File: src/rtl/pc_sequencer_fsm.sv
// rtl/pc_sequencer_fsm.sv - fetch/increment/load sequencer for module_PC (optional PC_SEQ_BREAKPOINT_EN)
module pc_sequencer_fsm #(
  parameter int               ANCHO    = 4,
  parameter logic [ANCHO-1:0] END_ADDR = {ANCHO{1'b1}},
  parameter int               TIMEOUT  = 8
) (
  input  logic             clk,
  input  logic             rst,
  input  logic             start_i,
  input  logic             halt_i,
  input  logic             mem_ready_i,
  input  logic             jump_req_i,
  input  logic [ANCHO-1:0] jump_addr_i,
  input  logic [ANCHO-1:0] pc_cur_i,
`ifdef PC_SEQ_BREAKPOINT_EN
  input  logic             bp_en_i,
  input  logic [ANCHO-1:0] bp_addr_i,
  output logic             bp_hit_o,
`endif
  output logic [1:0]       pc_op_o,
  output logic [ANCHO-1:0] pc_load_o,
  output logic             fetch_o,
  output logic             busy_o,
  output logic             done_o,
  output logic             err_o
);

  typedef enum logic [2:0] {
    S_CLEAR   = 3'd0,
    S_IDLE    = 3'd1,
    S_FETCH   = 3'd2,
    S_WAIT    = 3'd3,
    S_ADVANCE = 3'd4,
    S_JUMP    = 3'd5,
    S_HALT    = 3'd6
  } state_t;

  localparam logic [1:0] OP_CLEAR = 2'b00;
  localparam logic [1:0] OP_HOLD  = 2'b01;
  localparam logic [1:0] OP_INC   = 2'b10;
  localparam logic [1:0] OP_LOAD  = 2'b11;

  localparam logic [7:0] CNT_LAST = 8'(TIMEOUT - 1);

  state_t           state;
  state_t           state_next;
  logic [7:0]       cnt;
  logic [ANCHO-1:0] pc_load;
  logic             done;
  logic             err;
  logic             halt_pend;

  // control strobes produced alongside the next-state decision
  logic             start_run;
  logic             resume;
  logic             latch_jump;
  logic             set_done;
  logic             set_err;
  logic             in_flight;

`ifdef PC_SEQ_BREAKPOINT_EN
  logic             bp_hit;
  logic             bp_stop;
  logic             bp_trip;
  logic [ANCHO-1:0] fetch_addr;

  // predict the address the next FETCH would use; the PC update of ADVANCE/JUMP lands on the same edge
  always_comb begin
    fetch_addr = pc_cur_i;
    case (state)
      S_ADVANCE: fetch_addr = pc_cur_i + ANCHO'(1);
      S_JUMP:    fetch_addr = pc_load;
      default:   fetch_addr = pc_cur_i;
    endcase
    // resuming from a breakpoint halt lets that one fetch through
    bp_stop = bp_en_i && (fetch_addr == bp_addr_i) && !(state == S_HALT && bp_hit);
  end
`endif

  // state register
  always_ff @(posedge clk) begin
    if (rst) begin
      state <= S_CLEAR;
    end else begin
      state <= state_next;
    end
  end

  // next-state logic and control strobes
  always_comb begin
    state_next = state;
    start_run  = 1'b0;
    resume     = 1'b0;
    latch_jump = 1'b0;
    set_done   = 1'b0;
    set_err    = 1'b0;
`ifdef PC_SEQ_BREAKPOINT_EN
    bp_trip    = 1'b0;
`endif
    case (state)
      S_CLEAR: state_next = S_IDLE;
      S_IDLE: begin
        if (start_i) begin
          state_next = S_FETCH;
          start_run  = 1'b1;
        end
      end
      S_FETCH: state_next = S_WAIT;
      S_WAIT: begin
        if (mem_ready_i) begin
          if (jump_req_i) begin
            latch_jump = 1'b1;
            state_next = S_JUMP;
          end else if (pc_cur_i == END_ADDR) begin
            set_done   = 1'b1;
            state_next = S_IDLE;
          end else begin
            state_next = S_ADVANCE;
          end
        end else if (cnt == CNT_LAST) begin
          set_err    = 1'b1;
          state_next = S_HALT;
        end
      end
      S_ADVANCE,
      S_JUMP: state_next = halt_pend ? S_HALT : S_FETCH;
      S_HALT: begin
        if (start_i) begin
          state_next = S_FETCH;
          resume     = 1'b1;
        end
      end
      default: state_next = S_CLEAR;
    endcase
`ifdef PC_SEQ_BREAKPOINT_EN
    if (state_next == S_FETCH && bp_stop) begin
      state_next = S_HALT;
      bp_trip    = 1'b1;
    end
`endif
  end

  assign in_flight = (state == S_FETCH) || (state == S_WAIT) ||
                     (state == S_ADVANCE) || (state == S_JUMP);

  // timeout counter, jump target latch and sticky flags
  always_ff @(posedge clk) begin
    if (rst) begin
      cnt       <= '0;
      pc_load   <= '0;
      done      <= 1'b0;
      err       <= 1'b0;
      halt_pend <= 1'b0;
`ifdef PC_SEQ_BREAKPOINT_EN
      bp_hit    <= 1'b0;
`endif
    end else begin
      if (state == S_FETCH) begin
        cnt <= '0;
      end else if (state == S_WAIT && !mem_ready_i) begin
        cnt <= cnt + 8'd1;
      end

      if (latch_jump) begin
        pc_load <= jump_addr_i;
      end

      if (start_run) begin
        done <= 1'b0;
        err  <= 1'b0;
      end else if (set_done) begin
        done <= 1'b1;
      end

      if (resume) begin
        err <= 1'b0;
      end else if (set_err) begin
        err <= 1'b1;
      end

      // a halt request waits for the fetch/update pair in flight to finish
      if (start_run || resume) begin
        halt_pend <= 1'b0;
      end else if (in_flight && halt_i) begin
        halt_pend <= 1'b1;
      end

`ifdef PC_SEQ_BREAKPOINT_EN
      if (bp_trip) begin
        bp_hit <= 1'b1;
      end else if (resume) begin
        bp_hit <= 1'b0;
      end
`endif
    end
  end

  // Moore output decode
  always_comb begin
    pc_op_o = OP_HOLD;
    case (state)
      S_CLEAR:   pc_op_o = OP_CLEAR;
      S_ADVANCE: pc_op_o = OP_INC;
      S_JUMP:    pc_op_o = OP_LOAD;
      default:   pc_op_o = OP_HOLD;
    endcase
  end

  assign pc_load_o = pc_load;
  assign fetch_o   = (state == S_FETCH);
  assign busy_o    = in_flight;
  assign done_o    = done;
  assign err_o     = err;
`ifdef PC_SEQ_BREAKPOINT_EN
  assign bp_hit_o  = bp_hit;
`endif

endmodule

File: config.mk
export PLATFORM = sky130hd
export DESIGN_NAME = pc_sequencer_fsm
export DESIGN_NICKNAME = d
export VERILOG_FILES = /design/src/rtl/pc_sequencer_fsm.sv
export SDC_FILE = /design/constraint.sdc
export NUM_CORES = 1
export LEC_CHECK = 0
export CORE_MARGIN = 2
export CORE_UTILIZATION = 27
export DETAILED_ROUTE_END_ITERATION = 7
export GPL_TIMING_DRIVEN = 0
export PLACE_DENSITY = 0.49
export SYNTH_ARGS = -nofsm -noshare
export SYNTH_HDL_FRONTEND = slang
export SYNTH_SLANG_ARGS = --single-unit
export TNS_END_PERCENT = 50
File: constraint.sdc
create_clock -name clk -period 1.8 [get_ports clk]
set_input_delay 0.36 -clock clk [delete_from_list [all_inputs] [get_ports clk]]
set_output_delay 0.36 -clock clk [all_outputs]
set_load 0.02 [all_outputs]
==> metrics.md <==
| Metric | Value |
|---|---|
| GR Util All Layers | `11.7%` |
| Hold_buf cts | `0` |
| Worst EP required | `1.44 ns` |
| Worst-margin pin slew | `0.470 ns` |
| LEAKAGE | `0.429 nW` |
| GPL Wtd Cong | `0.757` |
| Final hold viol count | `0` |
| Postcts setup bufs | `0` |
| Die width | `62.1 um` |
| First-pass GRT wire length | `3740 um` |
| Max frequency | `587 MHz` |
| Most common cell in the netlist | `dfxtp_1` |
| Unrepaired setup endpoints after global routing | `false` |
| Synthesized cell area | `912 um2` |
| Flop2flop setup slack | `0.15 ns` |
| CP max FO | `10` |
| CTS tree | `built` |
| Synth Warn # | `0` |
| IO Pins | `24` |
| Startpoint types | `register` |
| Layout cells sized above 1 | `11.4%` |
| Critical path's largest stage delay | `0.36 ns` |
| WS Path Type | `register to primary output` |
| Final Skew | `0.00619 ns` |
| Vias in the first global route | `817` |
| Antenna violations before repair | `0` |
| Residual DRC | `0` |
| Post-synth top area share | `39.5%` |
| Period utilisation layout | `94.7%` |
| Dpl hpwl | `1650 um` |
| Largest net degree at the start of global routing | `11` |
| Worst r2r path cells | `3` |
| Core area | `3280 um2` |
| Maxcap violations | `0` |
| Antenna viol nets, final | `0` |
| GRT Residual Overflow | `0` |
| Cells after synthesis | `107` |
| Pre-Repair DR Iteration Count | `4` |
| Row cnt | `21` |
| PortBufs | `22` |
| Insertion delay of the later-clocked pin in the worst-skew pair | `0.29 ns` |
| Seq/Total Area, Yosys | `39.5%` |
| Total power draw | `0.839 mW` |
| Wire length per cell | `12.2 um` |
| Synth top area cells | `dfxtp_1 (40%), a21oi_1 (6.6%), or4_1 (4.9%)` |
| Avg Cell Area, Syn | `8.52 um2` |
| Library cells used by synthesis | `35` |
| WP data arrival | `1.34 ns` |
| # setup viols final | `0` |
| Hold Path Depth | `1` |
| Vias per inst | `5.07` |
| Status | `finished, final reports clean` |
| Starting Density | `27.8%` |
| Post-synth top cells | `dfxtp_1 (18), a21oi_1 (12), o21ai_0 (8)` |
| VDD IR max | `0.359 mV` |
| Worst-path clk slew | `0.10 ns` |
| Fillers | `346` |
| Die area | `3860 um2` |
| Routed wire length | `2170 um` |
| CP endpoint kind | `primary output` |
| Tmin final | `1.70 ns` |
| Rel. slew slack | `67.8%` |
| Die Ht | `62.1 um` |
| CTS Buf Count | `3` |
| Vias | `903` |
| Worst-case clock buffer depth | `2` |
| CTS H-Tree Depth | `1` |
| Dominant cell type by area after synthesis | `dfxtp_1` |
| Slowest CP cell | `dfxtp_1` |
| TNS Setup | `0 ns` |
| Num Clock Sinks | `18` |
| Syn Nets | `122` |
| Cell area power density | `697 nW/um2` |
| Fin nets | `149` |
| Most common flop cell mapped by yosys | `dfxtp_1` |
| Starting DRT DRC Count | `44` |
| Clock Tree Root | `clkbuf_4` |
| Cells along the critical path | `clkbuf_2, nor2b_1, dlygate4sd2_1` |
| Ant diodes | `0` |
| Slew Limit Fails | `0` |
| #FFs+latches synth | `18` |
| Post-synth EDFFs | `0` |
| Ys async rst share | `0%` |
| Hold Crit Class | `register to register` |
| Layout area overhead | `32.0%` |
-- stage by stage --
step	instances	util, %	hold slack [ns]	worst slack (ns)	area, um2
detailed placement	175	36.2	0.460	-0.147	1190
floorplan	107	-	0.447	0.271	912
global route	178	36.6	0.505	0.0105	1200
finish	178	36.6	0.478	0.0960	1200
global placement	175	36.2	0.453	-0.149	1190
CTS	178	36.9	0.484	0.00383	1210
-- where the power goes --
part	switching [mW]	internal (mW)	leakage, nW	total [mW]
Combinational	0.119	0.0935	0.269	0.213
Sequential	0.0159	0.417	0.146	0.433
Clock	0.116	0.0777	0.0138	0.194
Total	0.251	0.588	0.429	0.839
-- final cells by class --
type / instances / area [um2] / share of cell area [%]
clock buffer: 3 / 22.5 / 1.87
buffer: 6 / 27.5 / 2.29
sequential: 18 / 364 / 30.2
inverter: 4 / 15.0 / 1.25
tap: 46 / 57.6 / 4.78
timing repair buffer: 22 / 204 / 16.9
multi-input combinational: 79 / 513 / 42.6
-- cells in the final DEF (no fill, tap or decap), types with 3 or more instances in the layout --
| master | netlist | layout |
|---|---|---|
| a21oi_1 | 12 | 12 |
| clkbuf_2 | 0 | 5 |
| clkbuf_4 | 0 | 3 |
| clkdlybuf4s50_1 | 0 | 18 |
| dfxtp_1 | 18 | 17 |
| inv_1 | 4 | 4 |
| nand2_1 | 5 | 5 |
| nand4_1 | 6 | 6 |
| nor2_1 | 5 | 5 |
| nor2b_1 | 3 | 3 |
| o21ai_0 | 8 | 8 |
| o31ai_1 | 4 | 4 |
| or4_1 | 6 | 6 |
-- kinds of logic after synthesis --
logic type	share of synthesized area (%)
fa+ha+maj	1.37
mux	1.10
xor+xnor	1.92
flops	39.5
simple gates	29.6
buf+inv	4.25
compound gates	22.2
-- worst max-delay path: cells and delay by family, from the launching register on --
| kind | cells | cell delay (ns) |
|---|---|---|
| simple gates | 1 | 0.15 |
| buf+inv | 2 | 0.55 |
| flops | 1 | 0.36 |
-- final timing paths --
path | startpoint | to
min | done_o | done_o
max reg2reg | cnt[3] | err_o
min reg2reg | done_o | done_o
max | state[2] | pc_op_o[1]
-- routing by layer --
metal | global-route usage [%] | routed length, um
met1 | 15.3 | 1020
met2 | 17.7 | 976
met3 | 4.71 | 157
met4 | 3.61 | 20
met5 | 0 | 0
-- state kept, by name (all words and copies together) (netlist names) --
register   count
cnt            8
pc_load_o      4
state          3
done_o         1
err_o          1
halt_pend      1
-- repair_timing --
item,CTS,global route
cloned,0,0
setup endpoints to repair,4,2
gates resized for setup,13,3
(Power assumes the default switching activity.)
